$ cat src/rtl/frame_scan_sequencer_if.sv
// Bus bundle between frame_scan_sequencer (master) and the capture/datapath side (slave).
interface frame_scan_sequencer_if #(
  parameter int ADDR_BITS = 17
);
  logic                 frame_ready;
  logic                 scan_enable;
  logic [ADDR_BITS-1:0] rdaddress;
  logic                 rd_en;
  logic                 pix_valid;
  logic                 frame_start;
  logic                 frame_end;
  logic [6:0]           direction_in;
  logic [6:0]           direction_out;
  logic                 direction_valid;
  logic                 busy;
  logic                 overrun;

  modport master (
    input  frame_ready, scan_enable, direction_in,
    output rdaddress, rd_en, pix_valid, frame_start, frame_end,
           direction_out, direction_valid, busy, overrun
  );

  modport slave (
    output frame_ready, scan_enable, direction_in,
    input  rdaddress, rd_en, pix_valid, frame_start, frame_end,
           direction_out, direction_valid, busy, overrun
  );
endinterface

$ cat src/rtl/frame_scan_sequencer.sv
// Sweeps the frame BRAM once per accepted frame_ready and reports the datapath heading.
// Optional macro DIR_SMOOTH_EN: average each new heading with the previous report.
module frame_scan_sequencer #(
  parameter int IMAGE_WIDTH  = 320,
  parameter int IMAGE_HEIGHT = 240,
  parameter int ADDR_BITS    = $clog2(IMAGE_WIDTH*IMAGE_HEIGHT),
  parameter int RD_LATENCY   = 2,
  parameter int DIR_LATENCY  = 3,
  parameter int DECIMATE     = 1
) (
  input  logic                    clk,
  input  logic                    rst_n,
  frame_scan_sequencer_if.master  bus
);
  localparam int NPIX     = IMAGE_WIDTH * IMAGE_HEIGHT;
  localparam int DEC_BITS = (DECIMATE > 1) ? $clog2(DECIMATE) : 1;
  localparam int MAX_LAT  = (RD_LATENCY > DIR_LATENCY) ? RD_LATENCY : DIR_LATENCY;
  localparam int CNT_BITS = $clog2(MAX_LAT + 1);
  localparam logic [ADDR_BITS-1:0] LAST_ADDR = ADDR_BITS'(NPIX - 1);

  typedef enum logic [2:0] {IDLE, SCAN, DRAIN, SETTLE, REPORT} state_t;

  state_t               state_reg;
  logic [ADDR_BITS-1:0] addr_reg;
  logic                 rd_en_reg;
  logic                 busy_reg;
  logic                 dv_reg;
  logic [6:0]           dir_reg;
  logic [6:0]           dir_next;
  logic [DEC_BITS-1:0]  dec_reg;
  logic [CNT_BITS-1:0]  cnt_reg;
  logic                 settle_done;
  logic [RD_LATENCY-1:0] pv_pipe, fs_pipe, fe_pipe;

  assign settle_done = (state_reg == SETTLE) && (cnt_reg == CNT_BITS'(DIR_LATENCY - 1));

`ifdef DIR_SMOOTH_EN
  logic       first_reg;
  logic [7:0] dir_sum;
  assign dir_sum  = {1'b0, dir_reg} + {1'b0, bus.direction_in};
  assign dir_next = first_reg ? bus.direction_in : 7'(dir_sum >> 1);

  always_ff @(posedge clk) begin
    if (!rst_n)           first_reg <= 1'b1;
    else if (settle_done) first_reg <= 1'b0;
  end
`else
  assign dir_next = bus.direction_in;
`endif

  always_ff @(posedge clk) begin
    if (!rst_n) begin
      state_reg <= IDLE;
      addr_reg  <= '0;
      rd_en_reg <= 1'b0;
      busy_reg  <= 1'b0;
      dv_reg    <= 1'b0;
      dir_reg   <= '0;
      dec_reg   <= '0;
      cnt_reg   <= '0;
    end else begin
      dv_reg <= 1'b0;
      case (state_reg)
        IDLE: begin
          addr_reg <= '0;
          if (bus.frame_ready && bus.scan_enable) begin
            if (dec_reg == DEC_BITS'(DECIMATE - 1)) begin
              dec_reg   <= '0;
              state_reg <= SCAN;
              rd_en_reg <= 1'b1;
              busy_reg  <= 1'b1;
            end else begin
              dec_reg <= dec_reg + 1'b1;
            end
          end
        end
        SCAN: begin
          if (addr_reg == LAST_ADDR) begin
            state_reg <= DRAIN;
            rd_en_reg <= 1'b0;
            addr_reg  <= '0;
            cnt_reg   <= '0;
          end else begin
            addr_reg <= addr_reg + 1'b1;
          end
        end
        DRAIN: begin
          if (cnt_reg == CNT_BITS'(RD_LATENCY - 1)) begin
            state_reg <= SETTLE;
            cnt_reg   <= '0;
          end else begin
            cnt_reg <= cnt_reg + 1'b1;
          end
        end
        SETTLE: begin
          if (settle_done) begin
            state_reg <= REPORT;
            dv_reg    <= 1'b1;
            dir_reg   <= dir_next;
          end else begin
            cnt_reg <= cnt_reg + 1'b1;
          end
        end
        REPORT: begin
          state_reg <= IDLE;
          busy_reg  <= 1'b0;
        end
        default: state_reg <= IDLE;
      endcase
    end
  end

  // Markers ride alongside rd_en so they line up with the BRAM data they describe.
  genvar gi;
  generate
    for (gi = 0; gi < RD_LATENCY; gi++) begin : g_pipe
      always_ff @(posedge clk) begin
        if (!rst_n) begin
          pv_pipe[gi] <= 1'b0;
          fs_pipe[gi] <= 1'b0;
          fe_pipe[gi] <= 1'b0;
        end else if (gi == 0) begin
          pv_pipe[gi] <= rd_en_reg;
          fs_pipe[gi] <= rd_en_reg && (addr_reg == '0);
          fe_pipe[gi] <= rd_en_reg && (addr_reg == LAST_ADDR);
        end else begin
          pv_pipe[gi] <= pv_pipe[(gi > 0) ? gi - 1 : 0];
          fs_pipe[gi] <= fs_pipe[(gi > 0) ? gi - 1 : 0];
          fe_pipe[gi] <= fe_pipe[(gi > 0) ? gi - 1 : 0];
        end
      end
    end
  endgenerate

  assign bus.rdaddress       = addr_reg;
  assign bus.rd_en           = rd_en_reg;
  assign bus.pix_valid       = pv_pipe[RD_LATENCY-1];
  assign bus.frame_start     = fs_pipe[RD_LATENCY-1];
  assign bus.frame_end       = fe_pipe[RD_LATENCY-1];
  assign bus.direction_out   = dir_reg;
  assign bus.direction_valid = dv_reg;
  assign bus.busy            = busy_reg;
  // Dropped frames are flagged in the very cycle they arrive.
  assign bus.overrun         = bus.frame_ready & busy_reg;
endmodule
$ cat src/flat_wrapper.sv
// flat-port wrapper written by rule: the top's interface ports become plain ports
module frame_scan_sequencer_flat 
#(
  parameter int IMAGE_WIDTH  = 320,
  parameter int IMAGE_HEIGHT = 240,
  parameter int ADDR_BITS    = $clog2(IMAGE_WIDTH*IMAGE_HEIGHT),
  parameter int RD_LATENCY   = 2,
  parameter int DIR_LATENCY  = 3,
  parameter int DECIMATE     = 1
)
  (clk, rst_n, bus_frame_ready, bus_scan_enable, bus_direction_in, bus_rdaddress, bus_rd_en, bus_pix_valid, bus_frame_start, bus_frame_end, bus_direction_out, bus_direction_valid, bus_busy, bus_overrun);
  frame_scan_sequencer_if #(.ADDR_BITS(ADDR_BITS)) bus_i ();
  input  logic clk;
  input  logic rst_n;
  input wire logic [$bits(bus_i.frame_ready)-1:0] bus_frame_ready;
  input wire logic [$bits(bus_i.scan_enable)-1:0] bus_scan_enable;
  input wire logic [$bits(bus_i.direction_in)-1:0] bus_direction_in;
  output wire logic [$bits(bus_i.rdaddress)-1:0] bus_rdaddress;
  output wire logic [$bits(bus_i.rd_en)-1:0] bus_rd_en;
  output wire logic [$bits(bus_i.pix_valid)-1:0] bus_pix_valid;
  output wire logic [$bits(bus_i.frame_start)-1:0] bus_frame_start;
  output wire logic [$bits(bus_i.frame_end)-1:0] bus_frame_end;
  output wire logic [$bits(bus_i.direction_out)-1:0] bus_direction_out;
  output wire logic [$bits(bus_i.direction_valid)-1:0] bus_direction_valid;
  output wire logic [$bits(bus_i.busy)-1:0] bus_busy;
  output wire logic [$bits(bus_i.overrun)-1:0] bus_overrun;
  assign bus_i.frame_ready = bus_frame_ready;
  assign bus_i.scan_enable = bus_scan_enable;
  assign bus_i.direction_in = bus_direction_in;
  assign bus_rdaddress = bus_i.rdaddress;
  assign bus_rd_en = bus_i.rd_en;
  assign bus_pix_valid = bus_i.pix_valid;
  assign bus_frame_start = bus_i.frame_start;
  assign bus_frame_end = bus_i.frame_end;
  assign bus_direction_out = bus_i.direction_out;
  assign bus_direction_valid = bus_i.direction_valid;
  assign bus_busy = bus_i.busy;
  assign bus_overrun = bus_i.overrun;
  frame_scan_sequencer #(.IMAGE_WIDTH(IMAGE_WIDTH), .IMAGE_HEIGHT(IMAGE_HEIGHT), .ADDR_BITS(ADDR_BITS), .RD_LATENCY(RD_LATENCY), .DIR_LATENCY(DIR_LATENCY), .DECIMATE(DECIMATE)) u_core (.clk(clk), .rst_n(rst_n), .bus(bus_i));
endmodule
$ cat config.mk
export PLATFORM = sky130hd
export DESIGN_NAME = frame_scan_sequencer_flat
export DESIGN_NICKNAME = d
export VERILOG_FILES = /design/src/rtl/frame_scan_sequencer_if.sv /design/src/rtl/frame_scan_sequencer.sv /design/src/flat_wrapper.sv
export SDC_FILE = /design/constraint.sdc
export NUM_CORES = 1
export LEC_CHECK = 0
export ABC_CLOCK_PERIOD_IN_PS = 2600
export BUFFER_PORTS_ARGS = -buffer_cell sky130_fd_sc_hd__buf_4
export CAP_MARGIN = 15
export CORE_MARGIN = 4
export CORE_UTILIZATION = 45
export CTS_BUF_LIST = sky130_fd_sc_hd__clkbuf_4
export DETAILED_ROUTE_END_ITERATION = 10
export HOLD_SLACK_MARGIN = 0.03
export PLACE_DENSITY_LB_ADDON = 0.05
export SETUP_SLACK_MARGIN = 0.3
export SLEW_MARGIN = 20
export SYNTH_ARGS = -nofsm -noshare
export SYNTH_HDL_FRONTEND = slang
export SYNTH_SLANG_ARGS = --single-unit
$ cat constraint.sdc
create_clock -name clk -period 2.6 [get_ports clk]
set_input_delay 0 -clock clk [delete_from_list [all_inputs] [get_ports clk]]
set_output_delay 0 -clock clk [all_outputs]
set_load 0.01 [all_outputs]
## Word-level counts from Yosys, hierarchy flattened

Cells that the tools add are included.

| word-level totals | value |
|---|---|
| bits of input ports | 11 |
| output and inout bits | 31 |
| bits in registers | 39 |

| operators by class | value |
|---|---|
| reduce and logical (&&, ||, !) cells | 16 |
| equality and inequality tests | 13 |
| bitwise gates (word level) | 1 |
| multiplexer cells | 19 |
| add/sub/neg operators | 3 |

Operators with widths:

| cell | number |
|---|---|
| 17-bit case mux with 2 select lines | 1 |
| 17-bit by 1-bit adder with 17-bit output (second input constant) | 1 |
| 17-bit equality test (second input constant) | 1 |
| 17-bit logical NOT | 1 |
| 17-bit two-way mux | 1 |
| 3-bit two-way mux | 5 |
| 3-bit case mux with 4 select lines | 1 |
| 2-bit by 1-bit inequality test with 1-bit output (second input constant) | 4 |
| 3-bit by 2-bit equality test with 1-bit output (second input constant) | 2 |
| 2-bit two-way mux | 3 |
| 2-bit case mux with 3 select lines | 1 |
| 2-bit AND reduction | 3 |
| 3-bit AND reduction | 2 |
| 1-bit two-way mux | 5 |
| 5-bit AND reduction | 1 |
| 1-bit logical AND | 4 |
| 2-bit inequality test (second input constant) | 2 |
| 1-bit case mux with 2 select lines | 2 |
| 4-bit AND reduction | 1 |
| 2-bit nonzero test | 2 |
| 3-bit by 1-bit equality test with 1-bit output (second input constant) | 1 |
| 3-bit equality test (second input constant) | 1 |
| 3-bit logical NOT | 1 |
| 3-bit nonzero test | 1 |
| 5 further kinds | 5 |

## Logic depth before layout (Yosys ltp)

| depth | value |
|---|---|
| word-level depth | 4 |
| mapped depth | 8 |

## Worst setup path before layout

No wires, ideal clock.

| timing | value |
|---|---|
| path type | register to register |
| start point | register u_core.addr_reg[1], in the netlist u_core.bus.rdaddress[1] |
| end point | register u_core.addr_reg[13], in the netlist u_core.bus.rdaddress[13] |
| arrival time | 1638 ps |
| path slack | 832 ps |
| buffers on the path | 2 |
| required time | 2470 ps |
| stages on the path, launching flop included | 9 |
| cells stage by stage | dfxtp_1 ha_1 nand3_1 nor3_2 buf_2 a21oi_2 buf_6 a21oi_1 a21oi_2 |

| on the way | value |
|---|---|
| longest elaborated chain between the ends | 3 |
| elaborated cells on any way between the ends | 4 |
| those cells by class | add/sub: 1; eq/ne: 1; mux: 2 |

Ends and longest elaborated chain:

| what | line | text |
|---|---|---|
| start, declared | frame_scan_sequencer.sv:24 | `logic [ADDR_BITS-1:0] addr_reg;` |
| start signal, assigned | frame_scan_sequencer.sv:84 | `addr_reg <= addr_reg + 1'b1;` |
| 17-bit by 1-bit adder with 17-bit output or 17-bit equality test (tied branches) | frame_scan_sequencer.sv:84, frame_scan_sequencer.sv:78 |  |
| 17-bit two-way mux (*) | frame_scan_sequencer.sv:78 | `if (addr_reg == LAST_ADDR) begin` |
| 17-bit case mux with 2 select lines (*) | frame_scan_sequencer.sv:63 | `case (state_reg)` |

Mark *: on every way between the ends. The rest lies on a longest branch, timed or not.
A chain may end at the register's enable or synchronous reset.

## Worst setup path in the final report

| timing | value |
|---|---|
| start point | register u_core.state_reg[0] |
| end point | register u_core.busy_reg, in the netlist u_core.bus.busy |

| on the way | value |
|---|---|
| longest elaborated chain between the ends | 3 |
| elaborated cells on any way between the ends | 7 |
| those cells by class | eq/ne: 3; mux: 1; reduce/logical: 3 |

Ends and longest elaborated chain:

| what | line | text |
|---|---|---|
| start, declared | frame_scan_sequencer.sv:23 | `state_t state_reg;` |
| start signal, assigned | frame_scan_sequencer.sv:53 | `state_reg <= IDLE;` |
| start signal, assigned | frame_scan_sequencer.sv:69 | `state_reg <= SCAN;` |
| start signal, assigned | frame_scan_sequencer.sv:79 | `state_reg <= DRAIN;` |
| 3-bit equality test or 3-bit logical NOT (tied branches) | frame_scan_sequencer.sv:63 |  |
| 2-bit nonzero test (no source line), or another cell as far along | -- |  |
| 3-bit AND reduction (no source line) | -- |  |
| end signal, assigned | frame_scan_sequencer.sv:56 | `busy_reg <= 1'b0;` |
| end signal, assigned | frame_scan_sequencer.sv:71 | `busy_reg <= 1'b1;` |
| end signal, assigned | frame_scan_sequencer.sv:106 | `busy_reg <= 1'b0;` |
| end, declared | frame_scan_sequencer.sv:26 | `logic busy_reg;` |

Several ways; a longest one is shown, not always the timed one.

==> run metrics <==
Clock transition at path regs 120 ps; IO buf count a little over 40; GRT overflow 0; Hold Crit Class input pin to flip-flop; Metal-1 WL 2.24 mm; full die area 5310 um2; Clock Sinks 38; GPL Wtd Cong 0.792; Top FF cell, synth dfxtp_1; Tcrit/Tclk final 82.2%; post-route ant nets 0; Slew headroom between 50% and 60%; WL per Instance 13.5 um; DRT Pass-1 Iters 4; max frequency around 0.47 GHz; Hold Vio Cnt, Final 0; vias in the first global route 1594; Avg Vias per Cell around 5.4; largest net degree at the start of global routing 26; vias roughly 1.8k; status finished clean; sequential-to-total area share from yosys stat 40.1%; crit end category flip-flop; Post-synth EDFFs 0; post-CTS sizing 0; DP HPWL roughly 3 mm; Design Power roughly 1.2 mW; Worst setup SP type flip-flop; routed wl met2 ~2.0 mm; fin worst setup slack 462 ps; max FFs per register 17; Design Area, Final approximately 2500 um2; Max FO, Critical Path 13; number of remaining DRC errors 0; pwr dens between 400 and 500 nW/um2; synthesized cell area approximately 1900 um2; Avg Cell Area, Syn 8.31 um2; area occupied by multi-input gates just over 1000 um2; top cells by area, synth dfxtp_1 40%, nand2_1 7.9%, a21boi_0 5.1%; DP Area 2230 um2; Reg area 761 um2; CP arrival 2390 ps; met3 WL 237 um; area grow syn2layout 32.7%; Worst Tran Pin Value just over 600 ps; Netlist cell types between 40 and 50; antenna violations before repair 0; Final Net Count 301; kind of critical path flip-flop to flip-flop; CTS tree done; syn nets 243; row cnt 23; Synth async-reset ratio 0%; total CTS buffers 5; max-slew violations 0; clk_skew 8.18 ps; Fill cells ~380; chip width 72.9 um; top cell type's share of synthesized area around two fifths; Chip Height roughly 73 um; Pleak just under 1 nW; worst skew pair latency between 300 and 400 ps; Clock Path Buffers 2; setup TNS 0 ps; placeable core region slightly above 4000 um2; most common cell after layout, fill and taps aside buf_4; Max Cap Viol 0; maximum vdd drop about 460 uV; highest routed metal layer met4; Detailed Route WL ~4.5 mm; Yosys reg bits 38; yosys warns 0; worst hold slack roughly 65 ps; fin crit period 2140 ps; first-pass GRT wire length ~7.5 mm; clock root buffer clkbuf_4; GRT Util Overall ~18%; RSZ-0062 raised after global routing no; I/O pin count 42; fraction of final layout cells sized beyond drive strength 1 around a quarter; most frequent cells in the layout 46 x buf_4, 40 x nand2_1, 38 x dfxtp_1, 18 x a21oi_1, 18 x dlygate4sd3_1; pre-CTS setup slack between 500 and 600 ps; Initial Util between 40% and 50%; Initial DRC Count between 150 and 200; Setup-failing EPs final 0; n_diodes 0; CTS H-tree lvls 2; Syn Inst Count 228; area leader, netlist dfxtp_1; CP Data Required Time roughly 2900 ps
## cell families (layout without fill, tap and decap cells)
kind of cell	Yosys count	after routing	synth area share (%)
DFF	38	38	40.1
muxes	8	8	4.29
buffers and inverters	21	80	5.28
adders and majority gates	4	4	2.64
AOI/OAI and AO/OA	55	55	19.8
and+or+nand+nor	102	102	27.9
## critical path, stage by stage (launching register included)
cell and delay, ps:
dfxtp_1 620, nor2_1 120, a31oi_1 160, dlygate4sd3_1 560, nor2_1 40, dlygate4sd3_1 540
## power by group
part / internal [mW] / total, mW / switching (mW)
clock network: 0.296 / 0.501 / 0.205
registers: 0.591 / 0.601 / 0.00987
logic: 0.0476 / 0.0851 / 0.0375
total: 0.935 / 1.19 / 0.252
## worst paths after layout
| path | startpoint | end | slack, ps | depth (start not counted) |
|---|---|---|---|---|
| worst min-delay path | bus_frame_ready | u_core.bus.rd_en | 60 | 5 |
| worst min register to register | u_core.fs_pipe[0] | u_core.bus.frame_start | 450 | 1 |
| worst max-delay path | u_core.state_reg[0] | u_core.bus.busy | 460 | 5 |
| worst max register to register | u_core.state_reg[0] | u_core.bus.busy | 460 | 5 |
## synth_stat cells (2+ instances only)
master	count
nand2_1	40
dfxtp_1	38
a21oi_1	18
nand3_1	14
a21boi_0	13
nor2_1	10
and2_1	8
inv_1	8
nand4_1	8
mux2i_1	7
clkbuf_1	6
o21ai_0	6
a21oi_2	5
buf_2	5
ha_1	4
nor3_1	3
nor4_1	3
a22oi_1	2
a31oi_1	2
and3_1	2
buf_6	2
nand2b_1	2
nand4b_1	2
nor2b_1	2
nor3_2	2
## final cells by class
| type | instances | area share (%) |
|---|---|---|
| Inverter | 8 | 1.19 |
| Multi-Input combinational cell | 169 | 41.1 |
| Tap cell | 50 | 2.49 |
| Clock inverter | 3 | 2.54 |
| Timing Repair Buffer | 64 | 20.9 |
| Clock buffer | 5 | 1.49 |
| Sequential cell | 38 | 30.2 |
## metal layers
| metal | global-route usage [%] | vias to the layer above |
|---|---|---|
| met1 | 24.9 | 838 |
| met2 | 27.3 | 45 |
| met4 | 4.92 | 0 |
| met5 | 0 | - |
| met3 | 3.86 | 6 |
| li1 | - | 916 |
## repair_timing
item                                   in CTS  in global routing
endpoints found under the hold margin      22                  0
hold buffers                               18                  0
buffers inserted                            0                  0
## per-stage QoR
| step | instances | utilization (%) |
|---|---|---|
| after floorplan | 228 | - |
| after global placement | 311 | 55.4 |
| after detailed placement | 311 | 55.4 |
| after CTS | 337 | 62.4 |
| after global routing | 337 | 62.4 |
| final | 337 | 62.4 |
(Power assumes the default switching activity.)
